[src/rtl/ikbd_acia_pkg.sv]
// ikbd_acia_pkg: shared constants, enums and divide helper for the ikbd-side 6850 ACIA.
package ikbd_acia_pkg;
    localparam int CR_RIE  = 7;
    localparam int SR_RDRF = 0;
    localparam int SR_TDRE = 1;
    localparam int SR_DCD  = 2;
    localparam int SR_CTS  = 3;
    localparam int SR_FE   = 4;
    localparam int SR_OVRN = 5;
    localparam int SR_PE   = 6;
    localparam int SR_IRQ  = 7;

    typedef enum logic [1:0] {DIV1 = 2'b00, DIV16 = 2'b01, DIV64 = 2'b10, MRESET = 2'b11} div_sel_t;

    // One state set serves both serial directions.
    typedef enum logic [1:0] {IDLE, START, DATA, STOP} ser_state_t;

    function automatic logic [6:0] div_n(input logic [1:0] sel);
        return (sel == DIV16) ? 7'd16 : (sel == DIV64) ? 7'd64 : 7'd1;
    endfunction
endpackage

[src/rtl/ikbd_acia_rx.sv]
// ikbd_acia_rx: rx synchroniser, 8N1 receive FSM with false-start rejection and framing-error capture.
module ikbd_acia_rx
    import ikbd_acia_pkg::*;
(
    input  logic       clk,
    input  logic       rst_n,
    input  logic       clk_en,
    input  logic       clr,
    input  logic [6:0] n,
    input  logic       rx,
    output logic       done,
    output logic [7:0] data,
    output logic       fe
);
    ser_state_t st_q, st_d;
    logic [2:0] sync_q, sync_d;
    logic [6:0] cnt_q, cnt_d, half;
    logic [2:0] bit_q, bit_d;
    logic [7:0] sh_q, sh_d;
    logic       done_q, done_d, fe_q, fe_d, rxs, fall;

    assign done = done_q;
    assign data = sh_q;
    assign fe   = fe_q;

    always_comb begin
        sync_d = {sync_q[1:0], rx};
        rxs    = sync_q[1];
        fall   = sync_q[2] & ~sync_q[1];
        half   = (n[6:1] == 6'd0) ? 7'd1 : {1'b0, n[6:1]};
        st_d   = st_q;
        cnt_d  = clk_en ? cnt_q + 7'd1 : cnt_q;
        bit_d  = bit_q;
        sh_d   = sh_q;
        done_d = 1'b0;
        fe_d   = fe_q;
        unique case (st_q)
            IDLE: begin
                cnt_d = '0;
                if (fall) st_d = START;
            end
            START: if (clk_en && cnt_q >= half - 7'd1) begin
                cnt_d = '0;
                bit_d = '0;
                st_d  = rxs ? IDLE : DATA;
            end
            DATA: if (clk_en && cnt_q >= n - 7'd1) begin
                cnt_d = '0;
                sh_d  = {rxs, sh_q[7:1]};
                bit_d = bit_q + 3'd1;
                if (bit_q == 3'd7) st_d = STOP;
            end
            STOP: if (clk_en && cnt_q >= n - 7'd1) begin
                st_d   = IDLE;
                fe_d   = ~rxs;
                done_d = 1'b1;
            end
        endcase
        if (clr) begin
            st_d   = IDLE;
            done_d = 1'b0;
        end
    end

    always_ff @(posedge clk or negedge rst_n)
        if (!rst_n) begin
            st_q   <= IDLE;
            sync_q <= '1;
            cnt_q  <= '0;
            bit_q  <= '0;
            sh_q   <= '0;
            done_q <= 1'b0;
            fe_q   <= 1'b0;
        end else begin
            st_q   <= st_d;
            sync_q <= sync_d;
            cnt_q  <= cnt_d;
            bit_q  <= bit_d;
            sh_q   <= sh_d;
            done_q <= done_d;
            fe_q   <= fe_d;
        end
endmodule

[src/rtl/ikbd_acia.sv]
// ikbd_acia: host-side 6850 ACIA on the ikbd serial link, fixed 8N1.
// Define IKBD_ACIA_RX_FIFO_EN to insert an RX_FIFO_DEPTH-entry receive FIFO ahead of RDR.
module ikbd_acia
    import ikbd_acia_pkg::*;
#(
    parameter int RX_FIFO_DEPTH = 4
) (
    input  logic       clk,
    input  logic       res,
    input  logic       clk_en,
    input  logic       cs,
    input  logic       rs,
    input  logic       rw,
    input  logic [7:0] din,
    output logic [7:0] dout,
    output logic       irq,
    input  logic       rx,
    output logic       tx
);
    if (RX_FIFO_DEPTH < 2 || RX_FIFO_DEPTH > 16 || (RX_FIFO_DEPTH & (RX_FIFO_DEPTH - 1)) != 0) begin : g_bad_depth
        $error("RX_FIFO_DEPTH must be a power of two in 2..16");
    end

    logic [1:0] rst_sync_q, rst_sync_d;
    logic       rst_n;
    assign rst_sync_d = {rst_sync_q[0], 1'b1};
    assign rst_n      = rst_sync_q[1];
    always_ff @(posedge clk or negedge res)
        if (!res) rst_sync_q <= '0;
        else      rst_sync_q <= rst_sync_d;

    logic [7:0] cr_q, cr_d, dout_q, dout_d, tdr_q, tdr_d, tx_sh_q, tx_sh_d, rdr, status, rx_data;
    logic [6:0] n, tx_cnt_q, tx_cnt_d;
    logic [2:0] tx_bit_q, tx_bit_d;
    ser_state_t tx_st_q, tx_st_d;
    logic tdr_full_q, tdr_full_d, tx_q, tx_d, tx_tick;
    logic wr_cr, wr_dr, rd_dr, mr, mr_d, tie, brk, tdre, rdrf, fe, ovrn, rx_done, rx_fe, unused_cr;

    assign wr_cr     = cs & ~rs & ~rw;
    assign wr_dr     = cs & rs & ~rw;
    assign rd_dr     = cs & rs & rw;
    assign cr_d      = wr_cr ? din : cr_q;
    assign mr_d      = cr_d[1:0] == MRESET;
    assign mr        = cr_q[1:0] == MRESET;
    assign n         = div_n(cr_q[1:0]);
    assign tie       = cr_q[6:5] == 2'b01;
    assign brk       = cr_q[6:5] == 2'b11;
    assign tdre      = ~tdr_full_q & ~mr;
    assign irq       = (cr_q[CR_RIE] & (rdrf | ovrn)) | (tie & tdre);
    assign status    = {irq, 1'b0, ovrn, fe, 1'b0, 1'b0, tdre, rdrf};
    assign dout_d    = (cs & rw) ? (rs ? rdr : status) : dout_q;
    assign dout      = dout_q;
    assign tx        = tx_q;
    assign unused_cr = ^cr_q[4:2];

    ikbd_acia_rx u_rx (
        .clk    (clk),
        .rst_n  (rst_n),
        .clk_en (clk_en),
        .clr    (mr_d),
        .n      (n),
        .rx     (rx),
        .done   (rx_done),
        .data   (rx_data),
        .fe     (rx_fe)
    );

`ifdef IKBD_ACIA_RX_FIFO_EN
    localparam int AW = $clog2(RX_FIFO_DEPTH);
    localparam logic [AW:0] FULL = (AW+1)'(RX_FIFO_DEPTH);
    logic [8:0]    mem_q [RX_FIFO_DEPTH];
    logic [AW-1:0] wp_q, wp_d, rp_q, rp_d;
    logic [AW:0]   cnt_q, cnt_d;
    logic          ovrn_q, ovrn_d, push, pop;
    always_comb begin
        pop    = rd_dr && cnt_q != '0;
        push   = rx_done && (cnt_q != FULL || pop);
        wp_d   = wp_q + AW'(push);
        rp_d   = rp_q + AW'(pop);
        cnt_d  = cnt_q + (AW+1)'(push) - (AW+1)'(pop);
        ovrn_d = (rx_done && !push) || (ovrn_q && !rd_dr);
        if (mr_d) begin
            wp_d   = '0;
            rp_d   = '0;
            cnt_d  = '0;
            ovrn_d = 1'b0;
        end
    end
    always_ff @(posedge clk or negedge rst_n)
        if (!rst_n) begin
            wp_q   <= '0;
            rp_q   <= '0;
            cnt_q  <= '0;
            ovrn_q <= 1'b0;
        end else begin
            wp_q   <= wp_d;
            rp_q   <= rp_d;
            cnt_q  <= cnt_d;
            ovrn_q <= ovrn_d;
        end
    always_ff @(posedge clk)
        if (push) mem_q[wp_q] <= {rx_fe, rx_data};
    assign rdrf = cnt_q != '0;
    assign fe   = rdrf & mem_q[rp_q][8];
    assign rdr  = rdrf ? mem_q[rp_q][7:0] : 8'h00;
    assign ovrn = ovrn_q;
`else
    logic [7:0] rdr_q, rdr_d;
    logic       rdrf_q, rdrf_d, ovrn_q, ovrn_d, fe_q, fe_d;
    always_comb begin
        rdr_d  = rdr_q;
        rdrf_d = rdrf_q & ~rd_dr;
        ovrn_d = ovrn_q & ~rd_dr;
        fe_d   = fe_q & ~rd_dr;
        // A byte landing in the same cycle as the read is kept, not counted as overrun.
        if (rx_done) begin
            if (rdrf_q && !rd_dr) ovrn_d = 1'b1;
            else begin
                rdr_d  = rx_data;
                rdrf_d = 1'b1;
                fe_d   = rx_fe;
            end
        end
        if (mr_d) begin
            rdrf_d = 1'b0;
            ovrn_d = 1'b0;
            fe_d   = 1'b0;
        end
    end
    always_ff @(posedge clk or negedge rst_n)
        if (!rst_n) begin
            rdr_q  <= '0;
            rdrf_q <= 1'b0;
            ovrn_q <= 1'b0;
            fe_q   <= 1'b0;
        end else begin
            rdr_q  <= rdr_d;
            rdrf_q <= rdrf_d;
            ovrn_q <= ovrn_d;
            fe_q   <= fe_d;
        end
    assign rdr  = rdr_q;
    assign rdrf = rdrf_q;
    assign ovrn = ovrn_q;
    assign fe   = fe_q;
`endif

    always_comb begin
        tx_tick    = clk_en & (tx_cnt_q >= n - 7'd1);
        tx_cnt_d   = tx_tick ? 7'd0 : clk_en ? tx_cnt_q + 7'd1 : tx_cnt_q;
        tx_st_d    = tx_st_q;
        tx_bit_d   = tx_bit_q;
        tx_sh_d    = tx_sh_q;
        tx_d       = tx_q;
        tdr_d      = wr_dr ? din : tdr_q;
        tdr_full_d = tdr_full_q;
        unique case (tx_st_q)
            IDLE: begin
                tx_d = ~brk;
                if (tx_tick && tdr_full_q && !brk) begin
                    tx_st_d    = START;
                    tx_sh_d    = tdr_q;
                    tdr_full_d = 1'b0;
                    tx_d       = 1'b0;
                end
            end
            START: if (tx_tick) begin
                tx_st_d  = DATA;
                tx_bit_d = '0;
                tx_d     = tx_sh_q[0];
            end
            DATA: if (tx_tick) begin
                tx_bit_d = tx_bit_q + 3'd1;
                tx_sh_d  = {1'b0, tx_sh_q[7:1]};
                tx_d     = (tx_bit_q == 3'd7) ? 1'b1 : tx_sh_q[1];
                if (tx_bit_q == 3'd7) tx_st_d = STOP;
            end
            STOP: if (tx_tick) begin
                tx_st_d = IDLE;
                tx_d    = ~brk;
            end
        endcase
        if (wr_dr) tdr_full_d = 1'b1;
        // Master reset abandons any frame immediately, including one written this cycle.
        if (mr_d) begin
            tx_st_d    = IDLE;
            tx_cnt_d   = '0;
            tdr_full_d = 1'b0;
            tx_d       = 1'b1;
        end
    end

    always_ff @(posedge clk or negedge rst_n)
        if (!rst_n) begin
            cr_q       <= 8'h03;
            dout_q     <= '0;
            tdr_q      <= '0;
            tdr_full_q <= 1'b0;
            tx_st_q    <= IDLE;
            tx_cnt_q   <= '0;
            tx_bit_q   <= '0;
            tx_sh_q    <= '0;
            tx_q       <= 1'b1;
        end else begin
            cr_q       <= cr_d;
            dout_q     <= dout_d;
            tdr_q      <= tdr_d;
            tdr_full_q <= tdr_full_d;
            tx_st_q    <= tx_st_d;
            tx_cnt_q   <= tx_cnt_d;
            tx_bit_q   <= tx_bit_d;
            tx_sh_q    <= tx_sh_d;
            tx_q       <= tx_d;
        end
endmodule

[config.mk]
export PLATFORM = sky130hd
export DESIGN_NAME = ikbd_acia
export DESIGN_NICKNAME = d
export VERILOG_FILES = /design/src/rtl/ikbd_acia_pkg.sv /design/src/rtl/ikbd_acia_rx.sv /design/src/rtl/ikbd_acia.sv
export SDC_FILE = /design/constraint.sdc
export NUM_CORES = 1
export LEC_CHECK = 0
export CORE_UTILIZATION = 40
export CTS_CLUSTER_DIAMETER = 120
export DETAILED_ROUTE_END_ITERATION = 10
export PLACE_DENSITY_LB_ADDON = 0.1
export SLEW_MARGIN = 30
export SYNTH_ARGS = -nofsm -noshare
export SYNTH_HDL_FRONTEND = slang
export SYNTH_SLANG_ARGS = --single-unit
export TNS_END_PERCENT = 30
[constraint.sdc]
create_clock -name clk -period 2.8 [get_ports clk]
set_input_delay 0.56 -clock clk [delete_from_list [all_inputs] [get_ports clk]]
set_output_delay 0.56 -clock clk [all_outputs]
set_load 0.01 [all_outputs]
==> metrics.md, run 1 <==
| Metric | Value |
|---|---|
| Outcome | finished clean |
| # clock sinks | 81 |
| Port Buf Inserts | 24 |
| Num CTS Buffers | 9 |
| Die width | 104.4 um |
| FMAX | 0.3771 GHz |
| Slew @ Worst Pin | between 0.6 and 0.7 ns |
| Inserted Diodes | 0 |
| Int Pwr | 0.002478 W |
| Worst r2r path cells | 10 |
| Crit path time final | 2.652 ns |
| Final max-slew violation count | 0 |
| Critical Path AT | 2.91 ns |
| Global-route wire length before repair | 13.68 mm |
| Final WL | 7.873 mm |
| Syn_nets | 409 |
| R2R setup slack | 0.15 ns |
| Dpl hpwl | 5.745 mm |
| Final period util | 94.70% |
| I/O Pins | 25 |
| Clock group share of total power | 24.0% |
| Top cell type by total area after synthesis | dfrtp_1 |
| Most common cell after layout, fill and taps aside | dfrtp_1 |
| RSZ-0062 raised after global routing | true |
| Worst hold slack | approximately 0.3 ns |
| Clock Skews | 0.009546 ns |
| Synth area leaders | dfrtp_1 45%, ha_1 8.4%, mux2_2 6.7% |
| RR Startpoint | cr_q[0]$_DFF_PN1_ |
| Fill cells | 960 |
| CTS tree | done |
| Avg Inst Size Synth | 11.45 um^2 |
| Gr ovfl total | 0 |
| H-tree levels | 3 |
| Drt first-iter violations | 110 |
| Most frequent cells in the layout | 74 x dfrtp_1, 34 x nand2_1, 28 x ha_1, 25 x mux2_2, 24 x clkdlybuf4s50_1 |
| DRC viols | 0 |
| Synth warn | 0 |
| Yosys top cell area share | about 45% |
| Clk root buf | clkbuf_8 |
| Worst Setup EP | u_rx.st_q[1]$_DFFE_PN0P_ |
| CP Launch Type | flop |
| DR vias/cell | 5.088 |
| Crit path launch | cr_q[0]$_DFF_PN1_ |
| Synthesized area | 4192 um^2 |
| DR pass1 iterations | 4 |
| Nets | 449 |
| Gpl congestion | 0.7166 |
| Worst-Skew Late Latency | 0.36 ns |
| Number of global-route vias before repair | 2835 |
| Mapped Cells | 366 |
| VDD IR max | 0.3309 mV |
| Relative slew margins | 59.73% |
| Die height | 104.4 um |
| Setup violators final | 0 |
| Worst hold-check path type | reg2async |
| Initial antenna violation count | 0 |
| Worst Setup End Kind | flop |
| Synth-to-Final Area Change | 17.10% |
| Die area | 10890 um^2 |
| Clk buf depth | 2 |
| GRT Overall Usage | about 16% |
| Antenna Nets Post-Route | 0 |
| Ys async rst share | 100.0% |
| Via Count | 2783 |
| Per-cell routed wire length | between 10 and 15 um |
| Clock slew at reported path FFs | around 0.080 ns |
| Net switching power | 0.001309 W |
| Post-synth cell types | 62 |
| Core Region | around 10000 um^2 |
| Sw frac | 34.56% |
| Share of the yosys chip area belonging to registers | 48.54% |
| EDFF count, synth | 0 |
| Worst-path maximum fanout | 4 |
| Combinational Power Share | 34.5% |
| Layout cells sized above 1 | 19.95% |
| Largest net degree at the start of global routing | 44 |
| Initial core utilization | about two fifths |
| Power per cell area | ~770 nW/um^2 |
| Max Cap Viol | 0 |
| LEAKAGE | 2.234 nW |
| Hold Fails Final Rpt | 0 |
| FF+latch count, synth | 81 |
| Crit Path Class | reg2reg |
| Synth Flop Type | dfrtp_1 |
| Critical R2R Capture | u_rx.st_q[1]$_DFFE_PN0P_ |
| Sequential Power Share | between 40% and 50% |
| Placement Rows | 37 |
| Worst Path Required | 3.06 ns |
| Setup TNS | 0 ns |
-- synthesized netlist by cell type, drive strengths merged, types with 2 or more instances --
cell	number
o31ai	2
nand2	36
nor3b	4
a2111oi	2
or2	2
and2	3
a21oi	16
a21o	3
nor2b	2
nand2b	2
clkbuf	7
nand4	4
nand4b	3
o211ai	2
nor3	3
nor4b	2
o2bb2ai	3
o21ai	21
a22oi	2
a31oi	3
xnor2	5
a22o	2
a211oi	5
a32o	3
mux2i	7
inv	16
nor2	26
mux2	41
o21a	2
xor2	6
ha	28
dfstp	6
dfrtp	75
nand3	7
-- worst min-delay path by stage --
stage | startpoint | endpoint | slack [ns]
global placement | rst_sync_q[1]$_DFF_PN0_ | dout[2]$_DFFE_PN0P_ | 0.32
global route | res | rst_sync_q[0]$_DFF_PN0_ | 0.33
floorplan | res | rst_sync_q[0]$_DFF_PN0_ | 0.26
detailed placement | rst_sync_q[1]$_DFF_PN0_ | dout[6]$_DFFE_PN0P_ | 0.32
finish | rst_sync_q[1]$_DFF_PN0_ | dout[2]$_DFFE_PN0P_ | 0.31
CTS | res | rst_sync_q[1]$_DFF_PN0_ | 0.33
-- per-layer routing --
layer / vias up / GRT usage, % / wire length, um
met1: 1351 / 21.41 / 3925
met2: 32 / 24.65 / 3598
met5: - / 0 / 0
li1: 1389 / - / -
met3: 11 / 4.010 / 249
met4: 0 / 6.429 / 100
-- cell families (layout without fill, tap and decap cells) --
group | count (synthesis) | in the layout | synth area share (%)
simple gates | 97 | 97 | 11.52
mux | 48 | 48 | 12.69
buf+inv | 24 | 69 | 2.179
fa+ha+maj | 29 | 29 | 8.597
flops | 81 | 81 | 48.54
other cells | 1 | 1 | 0.08947
compound gates | 75 | 75 | 14.09
xor+xnor | 11 | 11 | 2.298
-- registers in the layout, indices dropped and copies added, names as in the netlist --
signal	cells
dout	8
u_rx.done	1
tdr_full_q	1
tx_cnt_q	7
tx_bit_q	3
cr_q	5
rst_sync_q	2
tx	1
u_rx.bit_q	3
u_rx.st_q	2
rdr	8
u_rx.fe	1
ovrn	1
tx_st_q	2
u_rx.data	8
tdr_q	8
fe	1
u_rx.cnt_q	7
rdrf	1
u_rx.sync_q	3
tx_sh_q	8
-- through the flow --
stage                     total power, W  instance area, um^2  instances  util, %  worst slack (ns)
after floorplan                 0.002548                 4192        366        -            0.2168
after global placement          0.002861                 4677        530    45.71            0.2199
after detailed placement        0.002901                 4677        530    45.71            0.1356
after CTS                       0.003830                 4891        546    47.80           0.01675
after global routing            0.004082                 4908        547    47.98          -0.01982
final                           0.003786                 4908        547    47.98            0.1484
-- worst max-delay path: stages, from the launching register on --
cell and delay [ns]:
dfstp_2 0.57, inv_1 0.08, ha_1 0.30, inv_1 0.06
ha_1 0.27, inv_1 0.06, a311oi_4 0.32, o31ai_2 0.13
a2111oi_4 0.44, a211oi_1 0.13, a31o_1 0.20
-- power groups by stage --
stage / Clock [W] / Sequential, W / Combinational, W
after floorplan: 0 / 0.00155 / 0.000996
after global placement: 0 / 0.00159 / 0.00127
after detailed placement: 0 / 0.00160 / 0.00130
after CTS: 0.000945 / 0.00157 / 0.00131
after global routing: 0.000999 / 0.00161 / 0.00147
final: 0.000909 / 0.00157 / 0.00131
-- final cells by class --
class	count	area, um^2	area share [%]
Timing Repair Buffer	37	350.3	7.137
Multi-Input combinational cell	261	2076	42.29
Tap cell	136	170.2	3.467
Clock inverter	5	62.56	1.275
Inverter	16	60.06	1.224
Clock buffer	11	151.4	3.084
Sequential cell	81	2038	41.52
-- timing repair --
action,4_1_cts,5_1_grt
gates resized for setup,0,2
hold buffers,0,0
endpoints found under the setup margin,0,3
setup buffers,0,1
Power figures use the tool's default switching activity.
==> inputs of run 2 (changes only) <==
--- a/config.mk
+++ b/config.mk
@@ -11,2 +11,3 @@
 export PLACE_DENSITY_LB_ADDON = 0.1
+export REMOVE_ABC_BUFFERS = 1
 export SLEW_MARGIN = 30
--- a/constraint.sdc
+++ b/constraint.sdc
@@ -3,2 +3,2 @@
 set_output_delay 0.56 -clock clk [all_outputs]
-set_load 0.01 [all_outputs]
+set_load 0.02 [all_outputs]
==> run 2 against run 1 <==
  * Utilization grew 0.38 points
  * Clock skew grew 0.0057 ns
  * Non-clock buffer count decreased by 1
  * Via count grew 0.90%
==> metrics.md, run 2 (synthesis gave the netlist of run 1 again) <==
| Metric | Value |
|---|---|
| Final WL | 7.867 mm (was 7.873 mm) |
| Clk buf depth | 2 (unchanged) |
| Setup slack at placement | 0.1456 ns (was 0.1356 ns) |
| Die width | 104.4 um (unchanged) |
| VDD IR max | 0.4007 mV (was 0.3309 mV) |
| CP Launch Type | flop (unchanged) |
| RR Startpoint | cr_q[0]$_DFF_PN1_ (unchanged) |
| Die height | 104.4 um (unchanged) |
| Slowest CP cell | dfstp_2 (unchanged) |
| FMAX | 0.3777 GHz (was 0.3771 GHz) |
| Placement Rows | 37 (unchanged) |
| CP delay by family, top | compound AO/OA/AOI/OAI gates (unchanged) |
| Final Cell Area | 4947 um^2 (was 4908 um^2) |
| Worst-path maximum fanout | 4 (unchanged) |
| Most frequent cells in the layout | 74 x dfrtp_1, 34 x nand2_1, 28 x ha_1, 25 x mux2_2 (was 74 x dfrtp_1, 34 x nand2_1, 28 x ha_1, 25 x mux2_2, 24 x clkdlybuf4s50_1) |
| Crit path launch | cr_q[0]$_DFF_PN1_ (unchanged) |
| Worst-Skew Late Latency | 0.35 ns (was 0.36 ns) |
| Synth-to-Final Area Change | 18.03% (was 17.10%) |
| Core Region | 10230 um^2 (unchanged) |
| Clk root buf | clkbuf_8 (unchanged) |
| GRT Overall Usage | 15.88% (was 15.98%) |
| Placed insts | 530 (unchanged) |
| Dpl hpwl | 5.631 mm (was 5.745 mm) |
| Multi-input gate area | 2090 um^2 (was 2076 um^2) |
| Via Count | 2808 (was 2783) |
| Worst Path Required | 3.04 ns (was 3.06 ns) |
| Final period util | 94.55% (was 94.70%) |
| Crit path time final | 2.647 ns (was 2.652 ns) |
| Worst hold-check path type | reg2async (unchanged) |
| Max Cap Viol | 0 (unchanged) |
| Global-route wire length before repair | 13.90 mm (was 13.68 mm) |
| Initial antenna violation count | 0 (unchanged) |
| Number of global-route vias before repair | 2894 (was 2835) |
| CP bufs+invs | 3 (unchanged) |
| Critical R2R Capture | u_rx.st_q[1]$_DFFE_PN0P_ (unchanged) |
| Port Buf Inserts | 24 (unchanged) |
| Nets | 448 (was 449) |
| H-tree levels | 3 (unchanged) |
| Cell Area, Placed | 4684 um^2 (was 4677 um^2) |
| Fin cells | 545 (was 547) |
| Gr ovfl total | 0 (unchanged) |
| Worst Setup End Kind | flop (unchanged) |
| RSZ-0062 raised after global routing | true (unchanged) |
| Clock Skews | 0.01527 ns (was 0.009546 ns) |
| Fill cells | 952 (was 960) |
| Post-CTS Setup Inserts | 0 (unchanged) |
| Layout cells sized above 1 | 19.32% (was 19.95%) |
| # clock sinks | 81 (unchanged) |
| I/O Pins | 25 (unchanged) |
| Initial core utilization | 40.97% (unchanged) |
| Register area | 2038 um^2 (unchanged) |
| Largest net degree at the start of global routing | 46 (was 44) |
| Final Core Density | 48.36% (was 47.98%) |
| Num CTS Buffers | 9 (unchanged) |
| Inserted Diodes | 0 (unchanged) |
| R2R setup slack | 0.15 ns (about the same) |
| Setup violators final | 0 (unchanged) |
| CTS tree | done (unchanged) |
| Die area | 10890 um^2 (unchanged) |
| Crit path largest cell delay | 0.57 ns (about the same) |
| Crit Path Class | reg2reg (unchanged) |
| Slew @ Worst Pin | 0.6085 ns (was 0.6041 ns) |
| Drt first-iter violations | 58 (was 110) |
| Outcome | finished clean (unchanged) |
| Final max-slew violation count | 0 (unchanged) |
| Per-cell routed wire length | 14.43 um (was 14.39 um) |
| Crit-path cells | inv_1, ha_1, inv_1, ha_1, inv_1, a311oi_4, o31ai_2, a2111oi_4, a211oi_1, a31o_1 (unchanged) |
| Power per cell area | 799.7 nW/um^2 (was 771.4 nW/um^2) |
| DR vias/cell | 5.152 (was 5.088) |
| Clock slew at reported path FFs | 0.10 ns (was 0.08 ns) |
| Hold Fails Final Rpt | 0 (unchanged) |
| Worst r2r path cells | 10 (unchanged) |
| Gpl congestion | 0.7265 (was 0.7166) |
| LEAKAGE | 2.251 nW (was 2.234 nW) |
| DR pass1 iterations | 4 (unchanged) |
| Most common cell after layout, fill and taps aside | dfrtp_1 (unchanged) |
| Antenna Nets Post-Route | 0 (unchanged) |
| Cell mode on critical path | inv_1 (unchanged) |
| DRC viols | 0 (unchanged) |
| Final WS setup | 0.1526 ns (was 0.1484 ns) |
| Critical Path AT | 2.89 ns (was 2.91 ns) |
| CP Depth | 10 (unchanged) |
| Relative slew margins | 59.43% (was 59.73%) |
[run 2: area by class of cell]
| class | instances | area share (%) |
|---|---|---|
| well taps | 136 | 3.440 |
| flip-flops and latches | 81 | 41.20 |
| inverters | 16 | 1.214 |
| clock inverters | 6 | 2.327 |
| clock buffers | 9 | 2.504 |
| multi-input cells | 261 | 42.24 |
| repair buffers | 36 | 7.081 |
[run 2: how the worst max path moves through the flow]
stage | endpoint | slack (ns)
2_1_floorplan | u_rx.st_q[1]$_DFFE_PN0P_ | 0.20
3_3_place_gp | u_rx.st_q[1]$_DFFE_PN0P_ | 0.22
3_5_place_dp | u_rx.st_q[1]$_DFFE_PN0P_ | 0.15
4_1_cts | irq | 0.08
5_1_grt | u_rx.st_q[1]$_DFFE_PN0P_ | -0.009
6_report | u_rx.st_q[1]$_DFFE_PN0P_ | 0.15
[run 2: routing by layer]
layer	vias up	GRT usage (%)	part of all wire, %
li1	1380	-	-
met1	1387	21.37	50
met2	31	25.97	46
met3	10	2.444	2.1
met4	0	5.510	1.4
met5	-	0	0
[run 2: timing repair]
item                       CTS  global route
hold buffers                 0             0
setup endpoints to repair    0             6
resized for setup            0             3
[run 2: power by group]
part	switching [W]	internal, W	total [W]
logic	0.000711	0.000632	0.00134
clock network	0.000451	0.000594	0.00105
registers	0.000181	0.00139	0.00157
[run 2: metrics by stage]
stage	TNS, ns	hold WS (ns)	total power [W]
after floorplan	0	0.2644	0.002551
after global placement	0	0.3377	0.002872
after detailed placement	0	0.3174	0.002915
after CTS	0	0.3127	0.003977
after global routing	-0.009218	0.3369	0.004240
final	0	0.2987	0.003956
